**config.mk**
```make
export PLATFORM = sky130hd
export DESIGN_NAME = counter_ctrl_flat
export DESIGN_NICKNAME = d
export VERILOG_FILES = /design/src/rtl/counter_pkg.sv /design/src/rtl/counter_ctrl_if.sv /design/src/rtl/tick_gen.sv /design/src/rtl/counter_ctrl.sv /design/src/flat_wrapper.sv
export SDC_FILE = /design/constraint.sdc
export NUM_CORES = 1
export LEC_CHECK = 0
export CAP_MARGIN = 30
export CELL_PAD_IN_SITES_DETAIL_PLACEMENT = 0
export CELL_PAD_IN_SITES_GLOBAL_PLACEMENT = 1
export CORE_MARGIN = 2
export CORE_UTILIZATION = 40
export CTS_CLUSTER_DIAMETER = 60
export DETAILED_ROUTE_END_ITERATION = 12
export PLACE_DENSITY_LB_ADDON = 0.1
export SYNTH_ARGS = -nofsm -noshare
export SYNTH_HDL_FRONTEND = slang
export SYNTH_SLANG_ARGS = --single-unit
```
**constraint.sdc**
```tcl
create_clock -name clk -period 3.7 [get_ports clk]
set_input_delay 0.37 -clock clk [delete_from_list [all_inputs] [get_ports clk]]
set_output_delay 0.37 -clock clk [all_outputs]
set_load 0.01 [all_outputs]
```
**src/rtl/counter_pkg.sv**
```systemverilog
// Shared types and default widths for the counter sequencer slice.
package counter_pkg;

   localparam int unsigned DATA_WIDTH = 8;
   localparam int unsigned DIV_WIDTH  = 8;
   localparam int unsigned RELOAD_W   = 8;

   typedef enum logic [1:0] {
      IDLE,
      LOAD,
      RUN,
      DONE
   } ctrl_state_t;

   typedef enum logic {
      ONE_SHOT,
      AUTO_RELOAD
   } ctrl_mode_t;

endpackage

```
**src/rtl/counter_ctrl_if.sv**
```systemverilog
// Command channel from the host side into counter_ctrl.
interface counter_ctrl_if
   import counter_pkg::*;
#(
   parameter int unsigned Data_Width = DATA_WIDTH,
   parameter int unsigned Div_Width  = DIV_WIDTH
) ();

   logic                  cmd_valid;
   logic                  cmd_ready;
   logic [Data_Width-1:0] cmd_start;
   logic [Data_Width-1:0] cmd_limit;
   logic                  cmd_reload;
   logic [Div_Width-1:0]  cmd_div;

   modport master (
      output cmd_valid, cmd_start, cmd_limit, cmd_reload, cmd_div,
      input  cmd_ready
   );

   modport slave (
      input  cmd_valid, cmd_start, cmd_limit, cmd_reload, cmd_div,
      output cmd_ready
   );

endinterface

```
**src/rtl/tick_gen.sv**
```systemverilog
// Prescaler: tick when p == div, p wraps to 0 after the tick cycle.
module tick_gen
   import counter_pkg::*;
#(
   parameter int unsigned Div_Width = DIV_WIDTH
) (
   input  logic                 clk,
   input  logic                 rst,
   input  logic                 clear,
   input  logic                 run,
   input  logic [Div_Width-1:0] div,
   output logic                 tick
);

   logic [Div_Width-1:0] p_q;

   assign tick = (p_q == div);

   // Prescale count, cleared on each counter load
   always_ff @(posedge clk or posedge rst) begin
      if (rst)        p_q <= '0;
      else if (clear) p_q <= '0;
      else if (run)   p_q <= tick ? '0 : p_q + Div_Width'(1);
   end

endmodule

```
**src/rtl/counter_ctrl.sv**
```systemverilog
// Command-driven sequencer for one Counter: load, prescaled run, terminal detect.
module counter_ctrl
   import counter_pkg::*;
#(
   parameter int unsigned Data_Width = DATA_WIDTH,
   parameter int unsigned Div_Width  = DIV_WIDTH
) (
   input  logic                  clk,
   input  logic                  rst,
   counter_ctrl_if.slave         cmd,
   input  logic                  abort,
   output logic                  ctr_ld,
   output logic                  ctr_en,
   output logic [Data_Width-1:0] ctr_datain,
   input  logic [Data_Width-1:0] ctr_dataout,
   output logic                  busy,
   output logic                  done,
   output logic                  aborted,
   output logic [RELOAD_W-1:0]   reload_cnt
);

   ctrl_state_t           state_q, state_d;
   ctrl_mode_t            mode_q;
   logic [Data_Width-1:0] start_q, limit_q;
   logic [Div_Width-1:0]  div_q;
   logic                  accept, reload_inc, presc_clear, presc_run, tick;
   logic                  at_limit;

   assign at_limit       = (ctr_dataout == limit_q);
   assign ctr_datain     = start_q;
   assign busy           = (state_q != IDLE);
   assign cmd.cmd_ready  = (state_q == IDLE);

   tick_gen #(.Div_Width(Div_Width)) u_tick (
      .clk   (clk),
      .rst   (rst),
      .clear (presc_clear),
      .run   (presc_run),
      .div   (div_q),
      .tick  (tick)
   );

   // State register
   always_ff @(posedge clk or posedge rst) begin
      if (rst) state_q <= IDLE;
      else     state_q <= state_d;
   end

   // Next state and counter controls; abort overrides everything outside IDLE
   always_comb begin
      state_d     = state_q;
      accept      = 1'b0;
      ctr_ld      = 1'b0;
      ctr_en      = 1'b0;
      done        = 1'b0;
      aborted     = 1'b0;
      reload_inc  = 1'b0;
      presc_clear = 1'b0;
      presc_run   = 1'b0;
      case (state_q)
         IDLE: begin
            if (cmd.cmd_valid) begin
               accept  = 1'b1;
               state_d = LOAD;
            end
         end
         LOAD: begin
            ctr_ld      = 1'b1;
            presc_clear = 1'b1;
            state_d     = RUN;
         end
         RUN: begin
            presc_run = 1'b1;
            if (at_limit) begin
               done = 1'b1;
               if (mode_q == AUTO_RELOAD) begin
                  reload_inc = 1'b1;
                  state_d    = LOAD;
               end else begin
                  state_d = DONE;
               end
            end else begin
               ctr_en = tick;
            end
         end
         DONE:    state_d = IDLE;
         default: state_d = IDLE;
      endcase
      if (abort && (state_q != IDLE)) begin
         state_d    = IDLE;
         ctr_ld     = 1'b0;
         ctr_en     = 1'b0;
         done       = 1'b0;
         reload_inc = 1'b0;
         aborted    = 1'b1;
      end
   end

   // Command field capture on accept
   always_ff @(posedge clk or posedge rst) begin
      if (rst) begin
         start_q <= '0;
         limit_q <= '0;
         div_q   <= '0;
         mode_q  <= ONE_SHOT;
      end else if (accept) begin
         start_q <= cmd.cmd_start;
         limit_q <= cmd.cmd_limit;
         div_q   <= cmd.cmd_div;
         mode_q  <= cmd.cmd_reload ? AUTO_RELOAD : ONE_SHOT;
      end
   end

   // Completed-period counter, restarted by every accept
   always_ff @(posedge clk or posedge rst) begin
      if (rst)             reload_cnt <= '0;
      else if (accept)     reload_cnt <= '0;
      else if (reload_inc) reload_cnt <= reload_cnt + RELOAD_W'(1);
   end

endmodule

```
**src/flat_wrapper.sv**
```systemverilog
// flat-port wrapper written by rule: the top's interface ports become plain ports
module counter_ctrl_flat import counter_pkg::*;
#(
   parameter int unsigned Data_Width = DATA_WIDTH,
   parameter int unsigned Div_Width  = DIV_WIDTH
)
  (clk, rst, abort, ctr_ld, ctr_en, ctr_datain, ctr_dataout, busy, done, aborted, reload_cnt, cmd_cmd_valid, cmd_cmd_start, cmd_cmd_limit, cmd_cmd_reload, cmd_cmd_div, cmd_cmd_ready);
  counter_ctrl_if #(.Data_Width(Data_Width), .Div_Width(Div_Width)) cmd_i ();
  input  logic clk;
  input  logic rst;
  input  logic abort;
  output logic ctr_ld;
  output logic ctr_en;
  output logic [Data_Width-1:0] ctr_datain;
  input  logic [Data_Width-1:0] ctr_dataout;
  output logic busy;
  output logic done;
  output logic aborted;
  output logic [RELOAD_W-1:0] reload_cnt;
  input wire logic [$bits(cmd_i.cmd_valid)-1:0] cmd_cmd_valid;
  input wire logic [$bits(cmd_i.cmd_start)-1:0] cmd_cmd_start;
  input wire logic [$bits(cmd_i.cmd_limit)-1:0] cmd_cmd_limit;
  input wire logic [$bits(cmd_i.cmd_reload)-1:0] cmd_cmd_reload;
  input wire logic [$bits(cmd_i.cmd_div)-1:0] cmd_cmd_div;
  output wire logic [$bits(cmd_i.cmd_ready)-1:0] cmd_cmd_ready;
  assign cmd_i.cmd_valid = cmd_cmd_valid;
  assign cmd_i.cmd_start = cmd_cmd_start;
  assign cmd_i.cmd_limit = cmd_cmd_limit;
  assign cmd_i.cmd_reload = cmd_cmd_reload;
  assign cmd_i.cmd_div = cmd_cmd_div;
  assign cmd_cmd_ready = cmd_i.cmd_ready;
  counter_ctrl #(.Data_Width(Data_Width), .Div_Width(Div_Width)) u_core (.clk(clk), .rst(rst), .cmd(cmd_i), .abort(abort), .ctr_ld(ctr_ld), .ctr_en(ctr_en), .ctr_datain(ctr_datain), .ctr_dataout(ctr_dataout), .busy(busy), .done(done), .aborted(aborted), .reload_cnt(reload_cnt));
endmodule
```
==> results.cfg, run 1 <==
[run_status]
status = finished, final reports clean

[synthesis]
syn-cell-area_um2 = 2120
syn_inst = 184
synth.ff_latch_count = 43
ys_seq_area_frac = 0.509
yosysWarnings = 0
syn-num-nets = 226
avgSynthCellArea_um2 = 11.5
synth_cell_types = 36

[final_layout]
final_common_cell = clkdlybuf4s50_1
mostFrequentLayoutCells = clkdlybuf4s50_1 (58), dfrtp_1 (43), mux2_2 (24)
area_delta_synth_final_pct = 37.9
antenna_cells = 0
fillers = 477
layout.nets = 290
final_util = 0.571
drive_gt1_frac = 0.161

[timing]
final.setup_skew_ns = 0.00899
fin_crit_sh = 0.749
tightest_slew_ns = 0.425
min_period_ns = 2.77
slew_violations = 0
setup_violations = 0
fin_setup_tns_ns = 0
setup_slack_ns = 0.928
hold_viol = 0
fmax_mhz = 361
max_slew_margin = 0.714
rsz0062_at_grt = false
holdWs_ns = 0.372

[floorplanning]
coreArea_um2 = 5110
die_area_um2 = 5890
start_util = 0.414
num_io_pins = 59
fp.dieH_um = 76.7
die_w_um = 76.7
num_rows = 26

[setup_path]
r2r_slack_ns = 1.41
cp-start-kind = flop
arrival_ns = 2.40
crit_path_end_kind = output port
cp_max_fo = 7
critical_path_class = reg2out
required_ns = 3.33

[power_and_ir_drop]
power_frac_comb = 0.421
internal-power_mw = 1.26
switchingPower_mw = 0.669
p_clk_frac = 0.170
power_frac_seq = 0.409
leakagePower_nw = 1.24
p_sw_frac = 0.348
power_per_cell_area_nw_per_um2 = 660
ir_drop_uv = 355
power.total_mw = 1.92

[job]
max-cap-violations = 0

[clock_tree]
cts_setup_buffers = 0
cts.htree.levels = 2
clkTransAtPathRegs_ns = 0.09
worstSkewPairLatency_ns = 0.29
cts_made_buffers = 5
cts-resized-gates = 0
cts_root_buf = clkbuf_8
ctsHoldBuffers = 0
cts_buffer_depth = 2
cts_tree = done
cts_num_sinks = 43

[placed_design]
gp_congestion = 0.709
buffer_ports.inserted = 58
pre_cts_slack_ns = 1.09
dp_hpwl_mm = 3.52

[detailed_routing]
drtIter0Drc = 32
wl_mm = 4.58
viasPerCell = 4.99
drc = 0
via_count = 1593
drtPass1Iterations = 4
wl_per_cell_um = 14.4
ant_nets = 0

[grt]
grt_max_degree = 35
grt_usage = 0.167
grt_pass1_wl_mm = 7.90
antenna_found_initial = 0
grt_pass1_vias = 1701
grt_overflow_total = 0

[min_path]
hold_path_class = in2async
[state kept, by name (all words and copies together), names as in the netlist]
register           count
u_core.ctr_datain      8
u_core.div_q           8
u_core.limit_q         8
u_core.mode_q          1
u_core.reload_cnt      8
u_core.state_q         2
u_core.u_tick.p_q      8
[worst max-delay path, stage by stage, from the launching register on]
cell and delay, ns:
dfrtp_1 0.43, inv_1 0.12, ha_1 0.25, nand2b_1 0.16
and2_0 0.37, and3_2 0.26, clkdlybuf4s50_1 0.53
[synth_stat cells]
cell type  number  area (um2)
dfrtp_1        43        1080
mux2_2         24         270
xor2_1         20         175
nand2_1        13        48.8
nor2_1         12        45.0
inv_1           9        33.8
a21oi_1         7        35.0
o21ai_0         7        35.0
ha_1            5        62.6
nand3_1         4        20.0
nand2b_1        3        18.8
nor4_1          3        18.8
or3_1           3        18.8
buf_1           2        7.51
clkbuf_1        2        7.51
nand4_1         2        12.5
nor4_4          2        42.5
o2bb2ai_1       2        17.5
o31ai_1         2        15.0
or4_1           2        15.0
xnor2_1         2        17.5
a211o_1         1        8.76
a21boi_0        1        7.51
a21o_1          1        7.51
a2bb2oi_1       1        8.76
a31oi_1         1        6.26
and2_0          1        6.26
and2_1          1        6.26
and3_1          1        6.26
and3_2          1        7.51
clkbuf_2        1        5.00
mux2i_1         1        10.0
nand3b_1        1        7.51
nand4_4         1        21.3
nor3b_1         1        7.51
o22ai_1         1        6.26
[power by group through the flow]
stage | Combinational [mW] | Clock (mW) | Sequential, mW
finish | 0.809 | 0.327 | 0.788
global route | 0.892 | 0.363 | 0.811
CTS | 0.823 | 0.343 | 0.788
detailed placement | 0.819 | 0 | 0.793
global placement | 0.785 | 0 | 0.784
floorplan | 0.527 | 0 | 0.781
[layout make-up]
cell class | instances | area [um2] | area share
inverter | 9 | 33.8 | 0.0116
multi-input combinational | 127 | 986 | 0.338
timing repair buffer | 62 | 631 | 0.216
tap | 70 | 87.6 | 0.0300
clock buffer | 7 | 96.3 | 0.0330
clock inverter | 1 | 7.51 | 0.00257
sequential | 43 | 1080 | 0.369
[metal layers]
metal | wire length [um] | GRT usage | vias to the layer above
li1 | - | - | 766
met1 | 1980 | 0.198 | 790
met2 | 2390 | 0.301 | 35
met3 | 186 | 0.0341 | 2
met4 | 23 | 0.0545 | 0
met5 | 0 | 0 | -
[cell families (layout without fill, tap and decap cells)]
group,count (synthesis),after routing,synth area share
DFF,43,43,0.509
muxes,25,25,0.132
and+or+nand+nor,51,51,0.143
xor gates and xnor gates,22,22,0.0911
AOI/OAI and AO/OA,24,24,0.0698
buffers and inverters,14,79,0.0254
adders and majority gates,5,5,0.0296
[final timing paths]
| check | from | cells after the start | endpoint |
|---|---|---|---|
| hold reg to reg | u_core.ctr_datain[7] | 1 | u_core.ctr_datain[7] |
| setup reg to reg | u_core.state_q[0] | 7 | u_core.reload_cnt[4] |
| min in group clk | u_core.ctr_datain[7] | 1 | u_core.ctr_datain[7] |
| setup / recovery | u_core.state_q[0] | 6 | done |
| hold / removal | rst | 2 | u_core.ctr_datain[2] |
| max in group asynchronous | rst | 4 | u_core.u_tick.p_q[3] |
[metrics by stage]
step           cell area [um2]  instances
6_report                  2920        319
5_1_grt                   2920        319
4_1_cts                   2920        319
3_5_place_dp              2810        311
3_3_place_gp              2790        310
2_1_floorplan             2120        184
(Power assumes the default switching activity.)
==> run 2: changes to the inputs <==
--- a/config.mk
+++ b/config.mk
@@ -9,7 +9,7 @@
 export CELL_PAD_IN_SITES_DETAIL_PLACEMENT = 0
 export CELL_PAD_IN_SITES_GLOBAL_PLACEMENT = 1
 export CORE_MARGIN = 2
-export CORE_UTILIZATION = 40
+export CORE_UTILIZATION = 37
 export CTS_CLUSTER_DIAMETER = 60
 export DETAILED_ROUTE_END_ITERATION = 12
 export PLACE_DENSITY_LB_ADDON = 0.1
==> constraint.sdc (replaced) <==
create_clock -name clk -period 2.75 [get_ports clk]
set_input_delay 0.275 -clock clk [delete_from_list [all_inputs] [get_ports clk]]
set_output_delay 0.275 -clock clk [all_outputs]
set_load 0.01 [all_outputs]
==> run 2 against run 1 <==
Against the previous run:
- non-clock buffer count decreased by 1
- sequential share of layout area is 0.37 points higher
- largest cell class unchanged
- design area fell by 0.99%
- global-route usage shrank 1.8 points
- critical path depth did not move
==> results.cfg, run 2 (synthesized netlist as in run 1, its figures left out) <==
[setup_path]
cp_max_fo = 7
arrival_ns = 2.27
critical_path_class = reg2out
ff2ff_path_depth = 7
r2r_slack_ns = 0.59
cp-start-kind = flop
r2r_start = u_core.state_q[0]
crit_path_end_kind = output port
required_ns = 2.48
r2r_end = u_core.reload_cnt[6]

[floorplanning]
die_area_um2 = 6340
die_w_um = 79.6
coreArea_um2 = 5510
num_rows = 27
start_util = 0.384
num_io_pins = 59
fp.dieH_um = 79.6

[placed_design]
dp_hpwl_mm = 3.15
gp_congestion = 0.784
buffer_ports.inserted = 58

[final_layout]
antenna_cells = 0
mostFrequentLayoutCells = clkdlybuf4s50_1 (58), dfrtp_1 (43), mux2_2 (24)
final_common_cell = clkdlybuf4s50_1
drive_gt1_frac = 0.153
area_delta_synth_final_pct = 36.5
final_util = 0.525
layout.nets = 289

[timing]
min_period_ns = 2.55
fin_setup_tns_ns = 0
slew_violations = 0
setup_violations = 0
fin_crit_sh = 0.926
max_slew_margin = 0.628
tightest_slew_ns = 0.554
final.setup_skew_ns = 0.00266
hold_viol = 0
holdWs_ns = 0.261
rsz0062_at_grt = false
fmax_mhz = 393

[min_path]
hold_path_class = in2async

[power_and_ir_drop]
power.total_mw = 2.55
power_per_cell_area_nw_per_um2 = 884
leakagePower_nw = 1.23
ir_drop_uv = 473

[detailed_routing]
ant_nets = 0
wl_per_cell_um = 13.1
viasPerCell = 4.75
drtPass1Iterations = 4
drc = 0
via_count = 1519
wl_mm = 4.20
drtIter0Drc = 61

[clock_tree]
cts_root_buf = clkbuf_8
cts_num_sinks = 43
cts.htree.levels = 2
worstSkewPairLatency_ns = 0.29
cts_buffer_depth = 2
clkTransAtPathRegs_ns = 0.08
cts_setup_buffers = 0
cts_tree = done
cts_made_buffers = 5

[grt]
antenna_found_initial = 0
grt_max_degree = 35
grt_overflow_total = 0
grt_pass1_vias = 1560
grt_pass1_wl_mm = 7.25
grt_usage = 0.149

[run_status]
status = finished, final reports clean

[job]
max-cap-violations = 0
-- run 2: changes by cell type in the layout (fill, tap and decap cells not counted), sizes merged --
| cell | previous run | this run |
|---|---|---|
| buf | 4 | 3 |
| clkinvlp | 1 | 0 |
| clkbuf | 7 | 8 |
| clkinv | 0 | 1 |
| inv | 9 | 8 |
-- run 2: what timing repair did --
action | CTS | global route
setup endpoints to repair | 0 | 2
gates resized for setup | 0 | 1
hold buffers | 0 | 0
-- run 2: metal layers --
layer / routed length [um] / global-route usage
met5: 0 / 0
met4: 37 / 0.0569
met3: 265 / 0.0407
met2: 1970 / 0.234
met1: 1930 / 0.196
-- run 2: how the worst max path moves through the flow --
stage / from / endpoint / slack, ns / depth (start not counted)
finish: u_core.state_q[0] / done / 0.20 / 6
global route: u_core.state_q[0] / ctr_en / 0.05 / 7
CTS: u_core.state_q[0] / done / 0.1 / 6
detailed placement: ctr_dataout[6] / ctr_en / 0.38 / 7
global placement: ctr_dataout[6] / ctr_en / 0.38 / 7
floorplan: u_core.state_q[0] / u_core.reload_cnt[4] / 0.74 / 8
-- run 2: critical path: stages, from the launching register on --
cell and delay [ns]:
dfrtp_1 0.41, inv_1 0.11, ha_1 0.25, nand2b_1 0.17, and2_1 0.29, and3_2 0.22
clkdlybuf4s50_1 0.53
-- run 2: stage by stage --
step           setup WS, ns  cells  instance area, um2
2_1_floorplan         0.740    184                2120
3_3_place_gp          0.377    312                2790
3_5_place_dp          0.380    312                2790
4_1_cts              0.0986    320                2890
5_1_grt              0.0509    320                2890
6_report              0.203    320                2890
-- run 2: area by class of cell --
cell class / count / area (um2)
Inverter: 9 / 33.8
Multi-Input combinational cell: 127 / 986
Tap cell: 72 / 90.1
Fill cell: 495 / 2620
Timing Repair Buffer: 61 / 603
Sequential cell: 43 / 1080
Clock buffer: 8 / 100
-- run 2: power breakdown --
part	internal (mW)	switching, mW	total [mW]
Combinational	0.587	0.490	1.08
Clock	0.229	0.206	0.436
Sequential	0.870	0.172	1.04
Total	1.69	0.868	2.55
==> run 3: changes to the inputs <==
--- a/config.mk
+++ b/config.mk
@@ -6,13 +6,13 @@
 export NUM_CORES = 1
 export LEC_CHECK = 0
 export CAP_MARGIN = 30
-export CELL_PAD_IN_SITES_DETAIL_PLACEMENT = 0
+export CELL_PAD_IN_SITES_DETAIL_PLACEMENT = 1
 export CELL_PAD_IN_SITES_GLOBAL_PLACEMENT = 1
 export CORE_MARGIN = 2
 export CORE_UTILIZATION = 37
 export CTS_CLUSTER_DIAMETER = 60
 export DETAILED_ROUTE_END_ITERATION = 12
-export PLACE_DENSITY_LB_ADDON = 0.1
+export PLACE_DENSITY_LB_ADDON = 0.12
 export SYNTH_ARGS = -nofsm -noshare
 export SYNTH_HDL_FRONTEND = slang
 export SYNTH_SLANG_ARGS = --single-unit
==> run 3 against run 2 <==
Against the previous run:
- via count up 3.9%
- fmax up 1.4%
- power up 1.7%
- critical endpoint is now ctr_en
- highest routed layer unchanged
==> results.cfg, run 3 (synthesized netlist as in run 1, its figures left out) <==
[run_status]
status = finished, final reports clean

[setup_path]
crit_path_end_kind = output port
cp_max_fo = 4
arrival_ns = 2.24
r2r_slack_ns = 0.65
cp-start-kind = flop
required_ns = 2.48
critical_path_class = reg2out

[floorplanning]
fp.dieH_um = 79.6
die_w_um = 79.6
start_util = 0.384
coreArea_um2 = 5510
die_area_um2 = 6340
num_rows = 27
num_io_pins = 59

[clock_tree]
worstSkewPairLatency_ns = 0.29
cts_buffer_depth = 2
clkTransAtPathRegs_ns = 0.08
cts.htree.levels = 2
cts_tree = done
cts_num_sinks = 43
cts_root_buf = clkbuf_8
cts_made_buffers = 5
ctsHoldBuffers = 0

[final_layout]
drive_gt1_frac = 0.154
mostFrequentLayoutCells = clkdlybuf4s50_1 (58), dfrtp_1 (43), mux2_2 (24)
area_delta_synth_final_pct = 36.8
multi_input_area_um2 = 987
final_util = 0.526
fillers = 601
seqCellArea_um2 = 1080
final_common_cell = clkdlybuf4s50_1
antenna_cells = 0
layout.nets = 288

[grt]
grt_pass1_vias = 1777
grt_overflow_total = 0
grt_pass1_wl_mm = 8.31
grt_max_degree = 30
grt_usage = 0.168
antenna_found_initial = 0

[power_and_ir_drop]
p_sw_frac = 0.345
power_per_cell_area_nw_per_um2 = 897
switchingPower_mw = 0.896
leakagePower_nw = 1.23
p_clk_frac = 0.168
internal-power_mw = 1.70
power_frac_seq = 0.405
ir_drop_uv = 375
power_frac_comb = 0.428

[detailed_routing]
viasPerCell = 4.95
ant_nets = 0
dr_wl_met3_um = 235
drtIter0Drc = 66
wl_mm = 4.65
drc = 0
drtPass1Iterations = 4
via_count = 1578
met2_length_mm = 2.24
top_layer = met4
met1Wirelength_mm = 2.13
wl_per_cell_um = 14.6

[placed_design]
pre_cts_slack_ns = 0.353
buffer_ports.inserted = 58
dp_hpwl_mm = 3.50
gp_congestion = 0.800

[timing]
fmax_mhz = 398
setup_slack_ns = 0.239
slew_violations = 0
min_period_ns = 2.51
max_slew_margin = 0.623
fin_crit_sh = 0.913
setup_violations = 0
hold_viol = 0
tightest_slew_ns = 0.561
final.setup_skew_ns = 0.00338
fin_setup_tns_ns = 0
rsz0062_at_grt = false

[min_path]
hold_path_class = in2async

[job]
max-cap-violations = 0
## run 3: cell count changes in the layout (fill, tap and decap cells not counted), sizes merged
cell	change
buf	-1
## run 3: area by class of cell
cell class	count	area share
multi-input combinational	127	0.341
inverter	9	0.0117
clock buffer	8	0.0346
sequential	43	0.372
timing repair buffer	60	0.210
tap	72	0.0311
## run 3: routing by layer
layer	vias to the layer above	global-route usage
li1	756	-
met1	784	0.215
met2	34	0.280
met3	4	0.0464
met4	0	0.0466
met5	-	0
## run 3: worst max-delay path: stages, from the launching register on
cell and delay, ns:
dfrtp_1 0.44, xor2_1 0.17, nor4_1 0.52, nand2_1 0.14, nor2_1 0.14, clkdlybuf4s50_1 0.55
## run 3: final timing paths
| kind | from | endpoint | cells after the start |
|---|---|---|---|
| worst max-delay path | u_core.u_tick.p_q[4] | ctr_en | 5 |
| worst min-delay path | rst | u_core.div_q[1] | 2 |
| worst max register to register | u_core.state_q[0] | u_core.reload_cnt[4] | 7 |
| worst min register to register | u_core.ctr_datain[5] | u_core.ctr_datain[5] | 1 |
| max in group asynchronous | rst | u_core.div_q[2] | 3 |
| min in group clk | u_core.ctr_datain[5] | u_core.ctr_datain[5] | 1 |
## run 3: what timing repair did
| action | 4_1_cts | 5_1_grt |
|---|---|---|
| endpoints found under the setup margin | 0 | 2 |
| hold endpoints to repair | 0 | 0 |
| resized for setup | 0 | 2 |
| setup buffers | 0 | 0 |
## run 3: through the flow
step | hold WS [ns] | instances | cell area, um2 | power, mW
6_report | 0.274 | 319 | 2900 | 2.60
5_1_grt | 0.324 | 319 | 2900 | 2.80
4_1_cts | 0.294 | 319 | 2890 | 2.63
3_5_place_dp | 0.499 | 311 | 2790 | 2.19
3_3_place_gp | 0.489 | 311 | 2790 | 2.15
2_1_floorplan | 0.392 | 184 | 2120 | 1.76
## run 3: power groups by stage
| stage | Clock [mW] | Combinational (mW) | Sequential [mW] |
|---|---|---|---|
| after floorplan | 0 | 0.709 | 1.05 |
| after global placement | 0 | 1.09 | 1.06 |
| after detailed placement | 0 | 1.12 | 1.07 |
| after CTS | 0.455 | 1.13 | 1.05 |
| after global routing | 0.477 | 1.23 | 1.09 |
| final | 0.435 | 1.11 | 1.05 |
